$ cat src/rtl/uart_host_rx.sv
// Host-side 8N1 serial receiver with a small show-ahead FIFO.
// It deserializes frames from the CPU Tx line and queues the received bytes.
// frame_err and overrun are registered one-cycle pulses.
module uart_host_rx #(
  parameter int CLKS_PER_BIT    = 868,
  parameter int FIFO_DEPTH_LOG2 = 3
) (
  input  logic       clk_in,
  input  logic       rst_in,
  input  logic       rx_in,
  input  logic       rd_en,
  output logic [7:0] rd_data,
  output logic       empty,
  output logic       full,
  output logic       frame_err,
  output logic       overrun
);

  localparam int CW    = (CLKS_PER_BIT > 1) ? $clog2(CLKS_PER_BIT) : 1;
  localparam int DEPTH = 1 << FIFO_DEPTH_LOG2;
  localparam int AW    = FIFO_DEPTH_LOG2;
  localparam logic [CW-1:0] CNT_LAST = CW'(CLKS_PER_BIT - 1);
  localparam logic [CW-1:0] CNT_HALF = CW'(CLKS_PER_BIT / 2 - 1);
  localparam logic [AW:0]   CNT_FULL = (AW + 1)'(DEPTH);

  typedef enum logic [2:0] {S_IDLE, S_START, S_DATA, S_STOP, S_BREAK} state_t;

  // Synchronizer taps: rx_p1 is the usable line, rx_p2 its previous sample
  logic          rx_p0, rx_p1, rx_p2;
  state_t        state, state_n;
  logic [CW-1:0] cnt;
  logic [2:0]    bit_idx;
  logic [7:0]    shift_q;
  logic          samp, cnt_clr, push, ferr_n;

  logic [7:0]    mem [DEPTH];
  logic [AW-1:0] wr_ptr, rd_ptr;
  logic [AW:0]   count, count_n;
  logic          pop, wr, ovr_n;

  // Stage p0..p2: two-flop synchronizer plus one history tap, idle-high on reset
  always_ff @(posedge clk_in or posedge rst_in) begin
    if (rst_in) begin
      rx_p0 <= 1'b1;
      rx_p1 <= 1'b1;
      rx_p2 <= 1'b1;
    end else begin
      rx_p0 <= rx_in;
      rx_p1 <= rx_p0;
      rx_p2 <= rx_p1;
    end
  end

  // FSM state register
  always_ff @(posedge clk_in or posedge rst_in) begin
    if (rst_in) state <= S_IDLE;
    else        state <= state_n;
  end

  // Next-state logic; IDLE needs a true falling edge, so a line held low never starts a frame
  always_comb begin
    state_n = state;
    samp    = 1'b0;
    cnt_clr = 1'b0;
    push    = 1'b0;
    ferr_n  = 1'b0;
    case (state)
      S_IDLE:  if (rx_p2 && !rx_p1) state_n = S_START;
      S_START: if (cnt == CNT_HALF) state_n = rx_p1 ? S_IDLE : S_DATA;
      S_DATA: begin
        if (cnt == CNT_LAST) begin
          samp    = 1'b1;
          cnt_clr = 1'b1;
          if (bit_idx == 3'd7) state_n = S_STOP;
        end
      end
      S_STOP: begin
        if (cnt == CNT_LAST) begin
          if (rx_p1) begin
            push    = 1'b1;
            state_n = S_IDLE;
          end else begin
            ferr_n  = 1'b1;
            state_n = S_BREAK;
          end
        end
      end
      S_BREAK: if (rx_p1) state_n = S_IDLE;
      default: state_n = S_IDLE;
    endcase
  end

  // Baud counter restarts on every state entry and after each data-bit sample
  always_ff @(posedge clk_in or posedge rst_in) begin
    if (rst_in)                             cnt <= '0;
    else if ((state_n != state) || cnt_clr) cnt <= '0;
    else                                    cnt <= cnt + CW'(1);
  end

  // Bit index: cleared while in START, advanced on each data sample
  always_ff @(posedge clk_in or posedge rst_in) begin
    if (rst_in)               bit_idx <= '0;
    else if (state == S_START) bit_idx <= '0;
    else if (samp)            bit_idx <= bit_idx + 3'd1;
  end

  // LSB-first shift register; after eight samples bit 0 sits in shift_q[0]
  always_ff @(posedge clk_in) begin
    if (samp) shift_q <= {rx_p1, shift_q[7:1]};
  end

  assign pop   = rd_en && !empty;
  assign wr    = push && (!full || pop);
  assign ovr_n = push && full && !pop;

  // Occupancy update for every push/pop combination
  always_comb begin
    count_n = count;
    case ({wr, pop})
      2'b10:   count_n = count + (AW + 1)'(1);
      2'b01:   count_n = count - (AW + 1)'(1);
      default: count_n = count;
    endcase
  end

  // FIFO storage; written at the tail on an accepted push
  always_ff @(posedge clk_in) begin
    if (wr) mem[wr_ptr] <= shift_q;
  end

  // FIFO control plus registered flags and status pulses
  always_ff @(posedge clk_in or posedge rst_in) begin
    if (rst_in) begin
      wr_ptr    <= '0;
      rd_ptr    <= '0;
      count     <= '0;
      empty     <= 1'b1;
      full      <= 1'b0;
      frame_err <= 1'b0;
      overrun   <= 1'b0;
    end else begin
      if (wr)  wr_ptr <= wr_ptr + AW'(1);
      if (pop) rd_ptr <= rd_ptr + AW'(1);
      count     <= count_n;
      empty     <= (count_n == '0);
      full      <= (count_n == CNT_FULL);
      frame_err <= ferr_n;
      overrun   <= ovr_n;
    end
  end

  assign rd_data = empty ? 8'h00 : mem[rd_ptr];

endmodule

$ cat config.mk
export PLATFORM = sky130hd
export DESIGN_NAME = uart_host_rx
export DESIGN_NICKNAME = d
export VERILOG_FILES = /design/src/rtl/uart_host_rx.sv
export SDC_FILE = /design/constraint.sdc
export NUM_CORES = 1
export LEC_CHECK = 0
export CORE_ASPECT_RATIO = 1.1
export CORE_MARGIN = 2
export CORE_UTILIZATION = 40
export CTS_CLUSTER_SIZE = 10
export DETAILED_ROUTE_END_ITERATION = 10
export PLACE_DENSITY_LB_ADDON = 0.12
export SETUP_SLACK_MARGIN = 0.1
export SKIP_CTS_REPAIR_TIMING = 1
export SLEW_MARGIN = 10
export SYNTH_ARGS = -nofsm -noshare
export SYNTH_HDL_FRONTEND = slang
export SYNTH_SLANG_ARGS = --single-unit
export TNS_END_PERCENT = 5
$ cat constraint.sdc
create_clock -name clk_in -period 3.3 [get_ports clk_in]
set_input_delay 0.33 -clock clk_in [delete_from_list [all_inputs] [get_ports clk_in]]
set_output_delay 0.33 -clock clk_in [all_outputs]
set_load 0.01 [all_outputs]
==> summary.md <==
| Metric | Value |
|---|---|
| Routed vias/inst | roughly 5.2 |
| Clk sink count | roughly 110 |
| DRT iter0 DRCs | around 130 |
| CORE AREA | 11000 sq um |
| Hold wc startpoint | rx_p0 |
| Final net count | approximately 340 |
| CP Launch Type | register |
| Lkg Pwr | roughly 1.9 nW |
| Total congestion overflow | 0 |
| Clock buffer count from CTS | 9 |
| CTS tree | built |
| RSZ-0062 raised after global routing | no |
| Yosys warns | 0 |
| Setup TNS | 0 ns |
| Area Growth Syn to Fin | 16.9% |
| Critical path startpoint | cnt[0] |
| Synth unique cells | 47 |
| DRC violations left | 0 |
| Worst slack at placement | approximately 0.12 ns |
| Sequential element share of the synthesized area | around two thirds |
| CP max FO | 8 |
| Initial Util | around two fifths |
| Largest net degree at the start of global routing | 34 |
| Synthesized area | 4510 sq um |
| Achievable frequency | between 0.3 and 0.4 GHz |
| Worst Setup Path Type | reg2reg |
| Mapped Cells | between 200 and 300 |
| Max-cap viol count | 0 |
| Slack of the critical path | 0.284 ns |
| Die Width | ~110 microns |
| Initial antenna violation count | 0 |
| N_diodes | 0 |
| Peak supply drop | approximately 300 uV |
| Endpoints failing hold | 0 |
| Most frequent cells in the layout | edfxtp_1, dfrtp_1, buf_4 |
| Slowest-stage cell, CP | dfrtp_1 |
| I/O pins | 16 |
| Crit path time final | 3.02 ns |
| IO Port Bufs | 15 |
| Worst Max-Slew Pin Slew | approximately 0.69 ns |
| Max-slew headroom | around 54% |
| Slowest stage delay, CP | approximately 0.42 ns |
| Pre-Repair DR Iteration Count | 4 |
| Final ANT Viol Nets | 0 |
| Die area | approximately 12000 sq um |
| FFs w/ async S/R, synth | approximately a third |
| EDFF count, synth | a little over 70 |
| Status | finished, final reports clean |
| Commonest non-fill, non-tap cell in the layout | edfxtp_1 |
| Synthesized flop and latch total | around 110 |
| Pwr/cell area | roughly 720 nW/um^2 |
| Syn_nets | 301 |
| Final Wtd Congestion | about 0.80 |
| Total track usage | around 15% |
| Later-pin clock latency in the skew report | around 0.35 ns |
| Routed WL | 8.35 mm |
| Crit-path cells | ha_2, and4bb_2, and4_2, nand3_4, ha_4, xor2_1, ha_1, mux2_2, a2111o_1, a211oi_1 |
| Avg Cell Area, Syn | around 16 sq um |
| Htree depth | 3 |
| Reg clk slew, reported paths | roughly 0.07 ns |
| CTS Buffer Depth | 2 |
| # setup viols final | 0 |
| Slew Limit Fails | 0 |
| Fraction of layout cells with a size suffix above 1 | a little over a fifth |
| Utilization after layout | around half |
| Die Ht | roughly 120 microns |
| Post-synth top flop | edfxtp_1 |
| Fin Clk Skew | 0.00881 ns |
| DPL Wire Length | 5.34 mm |
| Via count | 2493 |
| Required time worst endpoint | 3.56 ns |
| FF-to-FF Start | cnt[0] |
| Worst hold path type | reg2reg |
| Clk root buf | clkbuf_16 |
| CP arrival | 3.28 ns |
| Vias in the first global route | 2510 |
| CP Capture Type | register |
| First-pass GRT wire length | 13.7 mm |
| Final worst path period share | 91.4% |
| WL per Instance | 17.6 microns |
| Core Rows | 40 |
==> final cells by class <==
class                      instances  area, sq um
clock inverter                     7         86.3
tap                              147          184
sequential                       105         2990
inverter                           9         33.8
multi-input combinational        161         1430
fill                             943         5690
clock buffer                       9          225
timing repair buffer              37          315
==> kinds of logic after synthesis <==
family,Yosys count,synth area share (%)
compound gates,34,5.67
xor+xnor,16,3.11
fa+ha+maj,9,2.50
buf+inv,22,2.30
flops,105,66.4
mux,28,10.8
simple gates,74,9.19
==> cell usage after synthesis (2+ instances only) <==
master / number / area (sq um)
mux4_2: 16 / 360
nand4_1: 8 / 50.1
nor2_1: 21 / 78.8
ha_1: 9 / 113
nand2b_1: 4 / 25.0
nor3_1: 8 / 40.0
xnor2_1: 14 / 123
nor4bb_1: 2 / 20.0
o2bb2ai_1: 3 / 26.3
a22oi_1: 2 / 15.0
buf_2: 7 / 35.0
a211oi_1: 13 / 97.6
mux2i_1: 10 / 100
nand3_1: 6 / 30.0
xor2_1: 2 / 17.5
edfxtp_1: 72 / 2160
a31oi_1: 3 / 18.8
dfrtp_1: 29 / 726
clkbuf_1: 3 / 11.3
nor2b_1: 3 / 18.8
and4_1: 2 / 17.5
a21oi_1: 4 / 20.0
o21ai_0: 2 / 10.0
inv_1: 9 / 33.8
dfstp_2: 4 / 105
nor4_1: 2 / 12.5
nand2_1: 10 / 37.5
==> layer usage <==
layer / vias to the layer above / track usage [%] / wire length [microns]
met5: - / 0 / 0
met4: 0 / 5.69 / 97
met3: 7 / 3.06 / 180
met2: 28 / 24.7 / 4190
met1: 1270 / 20.0 / 3890
li1: 1188 / - / -
==> flip-flops by register name (all words and copies together) (netlist names) <==
signal     cells
cnt           10
bit_idx        3
rx_p0          1
rx_p2          1
count          4
rx_p1          1
state          3
wr_ptr         3
overrun        1
full           1
frame_err      1
rd_ptr         3
shift_q        8
empty          1
mem           64
==> power breakdown <==
| part | leakage [nW] | total [mW] | internal, mW | switching, mW |
|---|---|---|---|---|
| Sequential | 1.06 | 1.65 | 1.50 | 0.150 |
| Combinational | 0.676 | 1.03 | 0.580 | 0.453 |
| Clock | 0.155 | 1.11 | 0.606 | 0.500 |
| Total | 1.89 | 3.78 | 2.68 | 1.10 |
==> per-stage QoR <==
step | total power [mW] | hold slack [ns] | std cells | area, sq um
detailed placement | 2.70 | 0.349 | 455 | 4910
finish | 3.78 | 0.359 | 475 | 5270
floorplan | 2.35 | 0.334 | 288 | 4510
global route | 4.01 | 0.366 | 475 | 5270
CTS | 3.80 | 0.360 | 471 | 5220
global placement | 2.68 | 0.346 | 455 | 4910
==> worst paths after layout <==
kind | cells after the start | slack [ns] | endpoint
min in group asynchronous | 3 | 0.37 | count[3]
worst max-delay path | 10 | 0.28 | empty
worst min register to register | 0 | 0.36 | rx_p1
worst min-delay path | 0 | 0.36 | rx_p1
max in group asynchronous | 3 | 2.58 | rx_p1
worst max register to register | 10 | 0.28 | empty
==> critical path: cells and delay by family, from the launching register on <==
family | cells | cell delay, ns
adder cells (fa/ha/maj) | 3 | 0.73
AND/OR/NAND/NOR | 3 | 0.70
XOR/XNOR | 1 | 0.16
flip-flops | 1 | 0.42
multiplexers | 1 | 0.29
AO/OA/AOI/OAI | 2 | 0.63
No activity file was read; power rests on OpenSTA's default activity.
